File: config.mk
export PLATFORM = sky130hd
export DESIGN_NAME = hazard_ctrl
export DESIGN_NICKNAME = d
export VERILOG_FILES = /design/src/rtl/hazard_pkg.sv /design/src/rtl/comparator_5.sv /design/src/rtl/hazard_ctrl.sv
export SDC_FILE = /design/constraint.sdc
export NUM_CORES = 1
export LEC_CHECK = 0
export CAP_MARGIN = 10
export CORE_MARGIN = 5
export CORE_UTILIZATION = 35
export CTS_CLUSTER_DIAMETER = 50
export DETAILED_ROUTE_END_ITERATION = 8
export MAX_ROUTING_LAYER = met4
export PLACE_DENSITY_LB_ADDON = 0.08
export SLEW_MARGIN = 40
export SYNTH_ARGS = -nofsm -noshare
export SYNTH_HDL_FRONTEND = slang
export SYNTH_SLANG_ARGS = --single-unit
File: constraint.sdc
create_clock -name clock -period 2.3 [get_ports clock]
set_clock_uncertainty 0.2 [all_clocks]
set_input_delay 0.345 -clock clock [delete_from_list [all_inputs] [get_ports clock]]
set_output_delay 0.345 -clock clock [all_outputs]
set_load 0.01 [all_outputs]
File: src/rtl/hazard_pkg.sv
// Shared types for the hazard controller: forward-select encodings,
// the pipeline tracking-slot layout and a small forward-priority helper.
package hazard_pkg;

    localparam int REG_W = 5;

    // Operand source for the instruction sitting in X
    typedef enum logic [1:0] {
        FWD_RF = 2'b00,
        FWD_XM = 2'b01,
        FWD_MW = 2'b10
    } fwd_sel_e;

    // One tracking slot per downstream stage
    typedef struct packed {
        logic             valid;
        logic             wr;
        logic             load;
        logic [REG_W-1:0] rd;
    } slot_t;

    localparam slot_t SLOT_BUBBLE = '0;

    // The youngest producer wins: X beats M, otherwise read the register file
    function automatic fwd_sel_e fwd_pick(input logic hit_x, input logic hit_m);
        fwd_sel_e sel;
        if (hit_x) begin
            sel = FWD_XM;
        end else if (hit_m) begin
            sel = FWD_MW;
        end else begin
            sel = FWD_RF;
        end
        return sel;
    endfunction

endpackage

File: src/rtl/comparator_5.sv
// Register-number comparator. 'same' is raw equality; 'snz' additionally
// requires a nonzero register, since r0 is hardwired to zero and never
// creates a dependency.
module comparator_5
    import hazard_pkg::*;
(
    input  logic [REG_W-1:0] a,
    input  logic [REG_W-1:0] b,
    output logic             same,
    output logic             snz
);

    assign same = (a == b);
    assign snz  = same && (a != '0);

endmodule

File: src/rtl/hazard_ctrl.sv
// Hazard controller for a short in-order pipeline. Tracks what sits in
// X, M and W, detects load-use and multdiv hazards against the decode
// instruction, and produces registered forward selects for X.
module hazard_ctrl
    import hazard_pkg::*;
(
    input  logic       clock,
    input  logic       reset,
    input  logic       d_valid,
    input  logic [4:0] d_rs,
    input  logic [4:0] d_rt,
    input  logic [4:0] d_rd,
    input  logic       d_wr,
    input  logic       d_load,
    input  logic       d_md,
    input  logic       md_ready,
    output logic       stall,
    output logic [1:0] x_fwd_a,
    output logic [1:0] x_fwd_b,
    output logic       md_busy
);

    slot_t            x_q, x_d;
    slot_t            m_q, m_d;
    slot_t            w_q, w_d;
    logic             md_busy_q, md_busy_d;
    logic [REG_W-1:0] md_rd_q, md_rd_d;
    fwd_sel_e         x_fwd_a_q, x_fwd_a_d;
    fwd_sel_e         x_fwd_b_q, x_fwd_b_d;

    logic rs_x_same, rs_x_snz, rt_x_same, rt_x_snz;
    logic rs_m_same, rs_m_snz, rt_m_same, rt_m_snz;
    logic rs_md_same, rs_md_snz, rt_md_same, rt_md_snz;
    logic rd_md_same, rd_md_snz;

    logic rs_hit_x, rt_hit_x, rs_hit_m, rt_hit_m;
    logic load_use, md_hazard, stall_c, advance;

    // Source registers against the instruction in X
    comparator_5 u_cmp_rs_x (.a(d_rs), .b(x_q.rd), .same(rs_x_same), .snz(rs_x_snz));
    comparator_5 u_cmp_rt_x (.a(d_rt), .b(x_q.rd), .same(rt_x_same), .snz(rt_x_snz));

    // Source registers against the instruction in M
    comparator_5 u_cmp_rs_m (.a(d_rs), .b(m_q.rd), .same(rs_m_same), .snz(rs_m_snz));
    comparator_5 u_cmp_rt_m (.a(d_rt), .b(m_q.rd), .same(rt_m_same), .snz(rt_m_snz));

    // Sources and destination against the outstanding multdiv target
    comparator_5 u_cmp_rs_md (.a(d_rs), .b(md_rd_q), .same(rs_md_same), .snz(rs_md_snz));
    comparator_5 u_cmp_rt_md (.a(d_rt), .b(md_rd_q), .same(rt_md_same), .snz(rt_md_snz));
    comparator_5 u_cmp_rd_md (.a(d_rd), .b(md_rd_q), .same(rd_md_same), .snz(rd_md_snz));

    // A slot only counts as a producer when it is valid and writes its rd
    assign rs_hit_x = rs_x_snz && x_q.valid && x_q.wr;
    assign rt_hit_x = rt_x_snz && x_q.valid && x_q.wr;
    assign rs_hit_m = rs_m_snz && m_q.valid && m_q.wr;
    assign rt_hit_m = rt_m_snz && m_q.valid && m_q.wr;

    // Zero-latency stall decision from current state and decode fields
    always_comb begin
        load_use  = x_q.load && (rs_hit_x || rt_hit_x);
        md_hazard = md_busy_q && (rs_md_snz || rt_md_snz || (d_wr && rd_md_snz) || d_md);
        stall_c   = reset && d_valid && (load_use || md_hazard);
    end

    assign advance = d_valid && !stall_c;

    // Next-state for the tracking slots, multdiv scoreboard and forward selects
    always_comb begin
        x_d       = SLOT_BUBBLE;
        x_fwd_a_d = FWD_RF;
        x_fwd_b_d = FWD_RF;
        m_d       = x_q;
        w_d       = m_q;
        md_busy_d = md_busy_q;
        md_rd_d   = md_rd_q;

        if (advance) begin
            x_d.valid = 1'b1;
            // Multdiv results arrive late, so they are never offered for forwarding
            x_d.wr    = d_wr && !d_md;
            x_d.load  = d_load;
            x_d.rd    = d_rd;
            x_fwd_a_d = fwd_pick(rs_hit_x, rs_hit_m);
            x_fwd_b_d = fwd_pick(rt_hit_x, rt_hit_m);
        end

        if (advance && d_md) begin
            md_busy_d = 1'b1;
            md_rd_d   = d_rd;
        end else if (md_ready && md_busy_q) begin
            md_busy_d = 1'b0;
        end
    end

    // State registers with asynchronous active-low clear
    always_ff @(posedge clock or negedge reset) begin
        if (!reset) begin
            x_q       <= SLOT_BUBBLE;
            m_q       <= SLOT_BUBBLE;
            w_q       <= SLOT_BUBBLE;
            md_busy_q <= 1'b0;
            md_rd_q   <= '0;
            x_fwd_a_q <= FWD_RF;
            x_fwd_b_q <= FWD_RF;
        end else begin
            x_q       <= x_d;
            m_q       <= m_d;
            w_q       <= w_d;
            md_busy_q <= md_busy_d;
            md_rd_q   <= md_rd_d;
            x_fwd_a_q <= x_fwd_a_d;
            x_fwd_b_q <= x_fwd_b_d;
        end
    end

    assign stall   = stall_c;
    assign x_fwd_a = x_fwd_a_q;
    assign x_fwd_b = x_fwd_b_q;
    assign md_busy = md_busy_q;

    // The W slot and raw equality flags are kept for debug visibility only
    logic unused_bits;
    assign unused_bits = &{1'b0, w_q, rs_x_same, rt_x_same, rs_m_same, rt_m_same,
                           rs_md_same, rt_md_same, rd_md_same};

endmodule

**Word-level counts from Yosys, hierarchy flattened**

Cells that the tools add are included.

- Register bits after elaboration: 25
- Output and inout port bits: 6
- Logic and storage cells: 62

- Equal/unequal tests: 7
- Muxes and demuxes: 9
- Reductions and logical operators: 35

Operator list:

| operator | count |
|---|---|
| $eq A5 B5 Y1 | 7 |
| $logic_and A1 B1 Y1 | 24 |
| $reduce_bool A5 Y1 | 3 |
| $mux W2 | 6 |
| $mux W8 | 1 |
| $logic_or A1 B1 Y1 | 5 |
| $logic_not A1 Y1 | 2 |
| $mux W1 | 2 |
| $reduce_bool A2 Y1 | 1 |

**Depth between registers and ports, before layout**

- Word-level depth: 12
- Mapped depth: 8

**Hierarchy**

From an unflattened synthesis, not the netlist that was laid out.

- Cells, all modules: 149
- Area total of the unflattened synthesis: 1442.6 µm²

Modules (own cells, without submodules):

| module | instances | cells an instance | area an instance (µm²) | sequential area each (µm²) |
|---|---|---|---|---|
| hazard_ctrl | 1 | 72 | 934.6 | 625.6 |
| comparator_5 | 7 | 11 | 72.6 | 0.0 |

**Worst setup path after synthesis**

OpenSTA, ideal clock, no wires.

- Path type: register to output
- Start point: register x_q (netlist bit m_d[0])
- End point: output port stall
- Arrival: 1.617 ns
- Required time: 1.755 ns
- Path slack: 0.138 ns
- Stages on the path, launching flop included: 8
- Path buffers: 1
- Cells stage by stage: dfrtp_1 -> xnor2_1 -> nand4_1 -> nor4b_1 -> o21a_1 -> o21ai_2 -> buf_6 -> nor2_1

- Cells in the longest elaborated chain, start to end: 8
- Elaborated cells on any way between the ends: 12
- Classes of those cells: eq/ne (2); reduce/logical (10)

RTL lines:

| what | line | RTL |
|---|---|---|
| from (decl) | hazard_ctrl.sv:23 | `slot_t x_q, x_d;` |
| from (signal assigned) | hazard_ctrl.sv:98 | `x_q <= SLOT_BUBBLE;` |
| from (signal assigned) | hazard_ctrl.sv:106 | `x_q <= x_d;` |
| $eq A5 B5 Y1 | comparator_5.sv:13 | `assign same = (a == b);` |
| $logic_and A1 B1 Y1 | comparator_5.sv:14 | `assign snz = same && (a != '0);` |
| $logic_and A1 B1 Y1, on equally long branches (2 in a row) | hazard_ctrl.sv:53, hazard_ctrl.sv:54 |  |
| $logic_or A1 B1 Y1 * | hazard_ctrl.sv:60 | `load_use = x_q.load && (rs_hit_x \|\| rt_hit_x);` |
| $logic_and A1 B1 Y1 * | hazard_ctrl.sv:60 |  |
| $logic_or A1 B1 Y1 * | hazard_ctrl.sv:62 | `stall_c = reset && d_valid && (load_use \|\| md_hazard);` |
| $logic_and A1 B1 Y1 * | hazard_ctrl.sv:62 |  |
| to (decl) | hazard_ctrl.sv:17 | `output logic stall,` |

Every way passes the cells marked *; elsewhere a longest branch is shown, timed or not.

**Worst setup path in the final report**

- Start point: register x_q (netlist bit m_d[4])
- End point: register md_rd_q[4]

- Cells in the longest elaborated chain, start to end: 11
- Elaborated cells on any way between the ends: 15
- Classes of those cells: eq/ne (2); reduce/logical (13)

RTL lines:

| what | line | RTL |
|---|---|---|
| $eq A5 B5 Y1 | comparator_5.sv:13 |  |
| $logic_and A1 B1 Y1 | comparator_5.sv:14 |  |
| $logic_and A1 B1 Y1, on equally long branches (2 in a row) | hazard_ctrl.sv:53, hazard_ctrl.sv:54 |  |
| $logic_or A1 B1 Y1 * | hazard_ctrl.sv:60 |  |
| $logic_and A1 B1 Y1 * | hazard_ctrl.sv:60 |  |
| $logic_or A1 B1 Y1 * | hazard_ctrl.sv:62 |  |
| $logic_and A1 B1 Y1 * | hazard_ctrl.sv:62 |  |
| $logic_not A1 Y1 * | hazard_ctrl.sv:65 | `assign advance = d_valid && !stall_c;` |
| $logic_and A1 B1 Y1 * | hazard_ctrl.sv:65 |  |
| $logic_and A1 B1 Y1 * | hazard_ctrl.sv:87 | `if (advance && d_md) begin` |
| to (signal assigned) | hazard_ctrl.sv:110 | `md_rd_q <= md_rd_d;` |
| to (decl) | hazard_ctrl.sv:27 | `logic [REG_W-1:0] md_rd_q, md_rd_d;` |

Marked as above.
A chain may end at the register's enable or synchronous reset.

==> metrics.yaml <==
regArea_um2: 626.9
clkPwrFrac_pct: 25.1
violations: "negative setup slack"
stdcell_count: 230
final_cell_mix: "buf_4, dfrtp_1, xor2_1, clkdlybuf4s50_1, xnor2_1"
worstSetupPathType: "flip-flop to flip-flop"
hold_class: "flip-flop to flip-flop"
fillers: 357
core-area_um2: 3744
synth_top_area_share_pct: 45.45
final_common_cell: "buf_4"
cts_buffers: 3
vias: 1173
grt_usage_pct: 14.04
layout_min_cycle_time_ns: 2.399
p_seq_share_pct: 49.7
timing.rr.end: "md_rd_q[4]"
cp.arrival_ns: 2.36
cts-root-buf: "clkbuf_8"
synth_compound_area_share_pct: 8.545
first_iter_violations: 53
insertedDiodeCount: 0
worstPathRequired_ns: 2.26
setup_viol: 6
synth_top_family_by_area: "XOR/XNOR gates"
finalMaxSlewViolations: 0
ir_drop_uv: 312.5
worstRegToRegCells: 8
grt_pass1_vias: 1170
worst_slew_pin_slew_ns: 0.3284
min_from: "m_d[6]"
combPwrFrac_pct: 25.2
p_per_area_nw_per_um2: 522.9
die_x_um: 72.71
maxCapViolCount: 0
start_util_pct: 36.76
htreeDepth: 1
wire_per_inst_um: 14.82
ys_seq_area_share_pct: 45.45
clkLatencyLatePin_ns: 0.26
multi_input_area_um2: 699.4
relSlewSlack_pct: 78.11
ys_warn_count: 0
antenna_found_initial: 0
r2r_start: "m_d[4]"
crit_fanout: 5
p_int_w: 0.0007369
status: "complete, but fails checks"
swShare_pct: 27.61
fp-row-count: 22
synth.area.mux_share_pct: 0
hold_end: "m_q[6]"
clkSinkCount: 25
synth.largest_area_cell: "dfrtp_1"
reg2reg_slack_ns: -0.1
dieArea_um2: 5287
yosys.area_share.simple_pct: 20.27
clk_pin_slew_ns: 0.08
grt_start_max_net_pins: 27
holdPathStages: 0
ys_seq_elements: 25
cts_tree: "yes"
vias_per_cell: 5.100
synth_nets: 150
synth_fa_ha_area_share_pct: 0
ios: 28
avgSynthCellArea_um2: 10.75
portBuffers: 27
ys_types: 30
synth_xor_area_share_pct: 20.36
rsz0062_at_grt: "yes"
cts.path.max_buffers: 2
placedCellCount: 222
fp.dieH_um: 72.71
syn_to_final_growth_pct: 41.45
nNetsFinal: 205
fin_ws_ns: -0.09878
drc: 0
p_leak_nw: 0.9203
cp-start-kind: "flip-flop"
synth.area.top_cells: "dfrtp_1, xor2_1, xnor2_1"
layout-drive-gt1-share_pct: 27.47
hold_violations: 0
synthesis.area_um2: 1376
ant_nets: 0
drt_pass1_iterations: 4
max_freq_mhz: 416.9
syn_inst: 128
grt_pass1_wl_um: 5602
fin_crit_sh_pct: 104.3
grt.overflow.total: 0
hpwl_um: 2692
drt-total-wl_um: 3409
fin_hold_ws_ns: 0.1833
endpoint_kind: "flip-flop"
p_sw_w: 0.0002810
gp_congestion: 0.8784
[power by group through the flow]
stage / logic, W / registers (W) / clock network (W)
final: 0.000256 / 0.000506 / 0.000255
after global routing: 0.000279 / 0.000511 / 0.000282
after CTS: 0.000253 / 0.000505 / 0.000265
after detailed placement: 0.000250 / 0.000514 / 0
after global placement: 0.000247 / 0.000513 / 0
after floorplan: 0.000147 / 0.000497 / 0
[synthesized netlist by cell type, drive strengths merged]
cell type,count
a221oi,1
a31oi,1
a32o,6
a41oi,1
and2,2
and3,15
and4b,2
buf,3
clkbuf,4
dfrtp,25
dlygate4sd3,1
inv,5
nand2,4
nand3b,1
nand4,4
nor2,4
nor3,10
nor4,1
nor4b,1
o2111ai,1
o21a,1
o21ai,1
o221ai,1
or4b,1
xnor2,14
xor2,18
[final cells by class]
type	count	area share [%]
Sequential cell	25	32.20
Tap cell	48	3.085
Multi-Input combinational cell	90	35.93
Clock inverter	1	0.2571
Clock buffer	3	2.121
Timing Repair Buffer	58	25.45
Inverter	5	0.9640
[worst max-delay path, stage by stage, from the launching register on]
cell	delay, ns
dfrtp_1	0.40
buf_4	0.15
xor2_1	0.13
nor2_1	0.07
and4b_4	0.21
o21a_1	0.21
buf_4	0.13
or4b_4	0.52
a32o_1	0.27
[cells by family (layout without fill, tap and decap cells)]
family / Yosys count / after routing
compound gates: 13 / 13
xor+xnor: 32 / 32
buf+inv: 13 / 67
flops: 25 / 25
simple gates: 45 / 45
[timing repair]
action                     CTS  global route
gates resized for setup     19             3
setup endpoints to repair    7             7
pin swaps                   16             6
hold buffers                 0             0
buffers inserted             2             2
[metrics by stage]
stage	total power (W)	setup TNS, ns	setup WS, ns	util (%)	instance area (µm²)
finish	0.001018	-0.4799	-0.09878	52.01	1947
global route	0.001072	-0.9795	-0.1969	52.01	1947
CTS	0.001023	-0.6307	-0.1289	51.34	1922
detailed placement	0.0007645	-6.478	-0.6874	49.53	1854
global placement	0.0007601	-6.258	-0.6987	49.53	1854
floorplan	0.0006443	0	0.1376	-	1376
[state kept, by name, indices dropped and copies added (netlist names)]
signal / flops
md_busy: 1
m_d: 8
md_rd_q: 5
m_q: 7
x_fwd_b: 2
x_fwd_a: 2
[worst max-delay path by stage]
stage,start,end,slack [ns],depth (start not counted)
2_1_floorplan,m_d[0],stall,0.14,7
3_3_place_gp,d_rt[4],stall,-0.70,9
3_5_place_dp,d_rt[4],stall,-0.69,9
4_1_cts,m_d[1],stall,-0.13,8
5_1_grt,m_d[0],stall,-0.20,8
6_report,m_d[4],md_rd_q[4],-0.1,8
[layer usage]
layer  part of all wire [%]  up-vias  wire length, µm  track usage, %
met1                     47      574             1600           18.80
li1                       -      561                -               -
met5                      0        -                0               -
met3                    4.2        6              142           2.479
met2                     47       32             1612           21.54
met4                    1.6        0               54           4.508
Note: power is estimated with default switching activity, not from simulation.
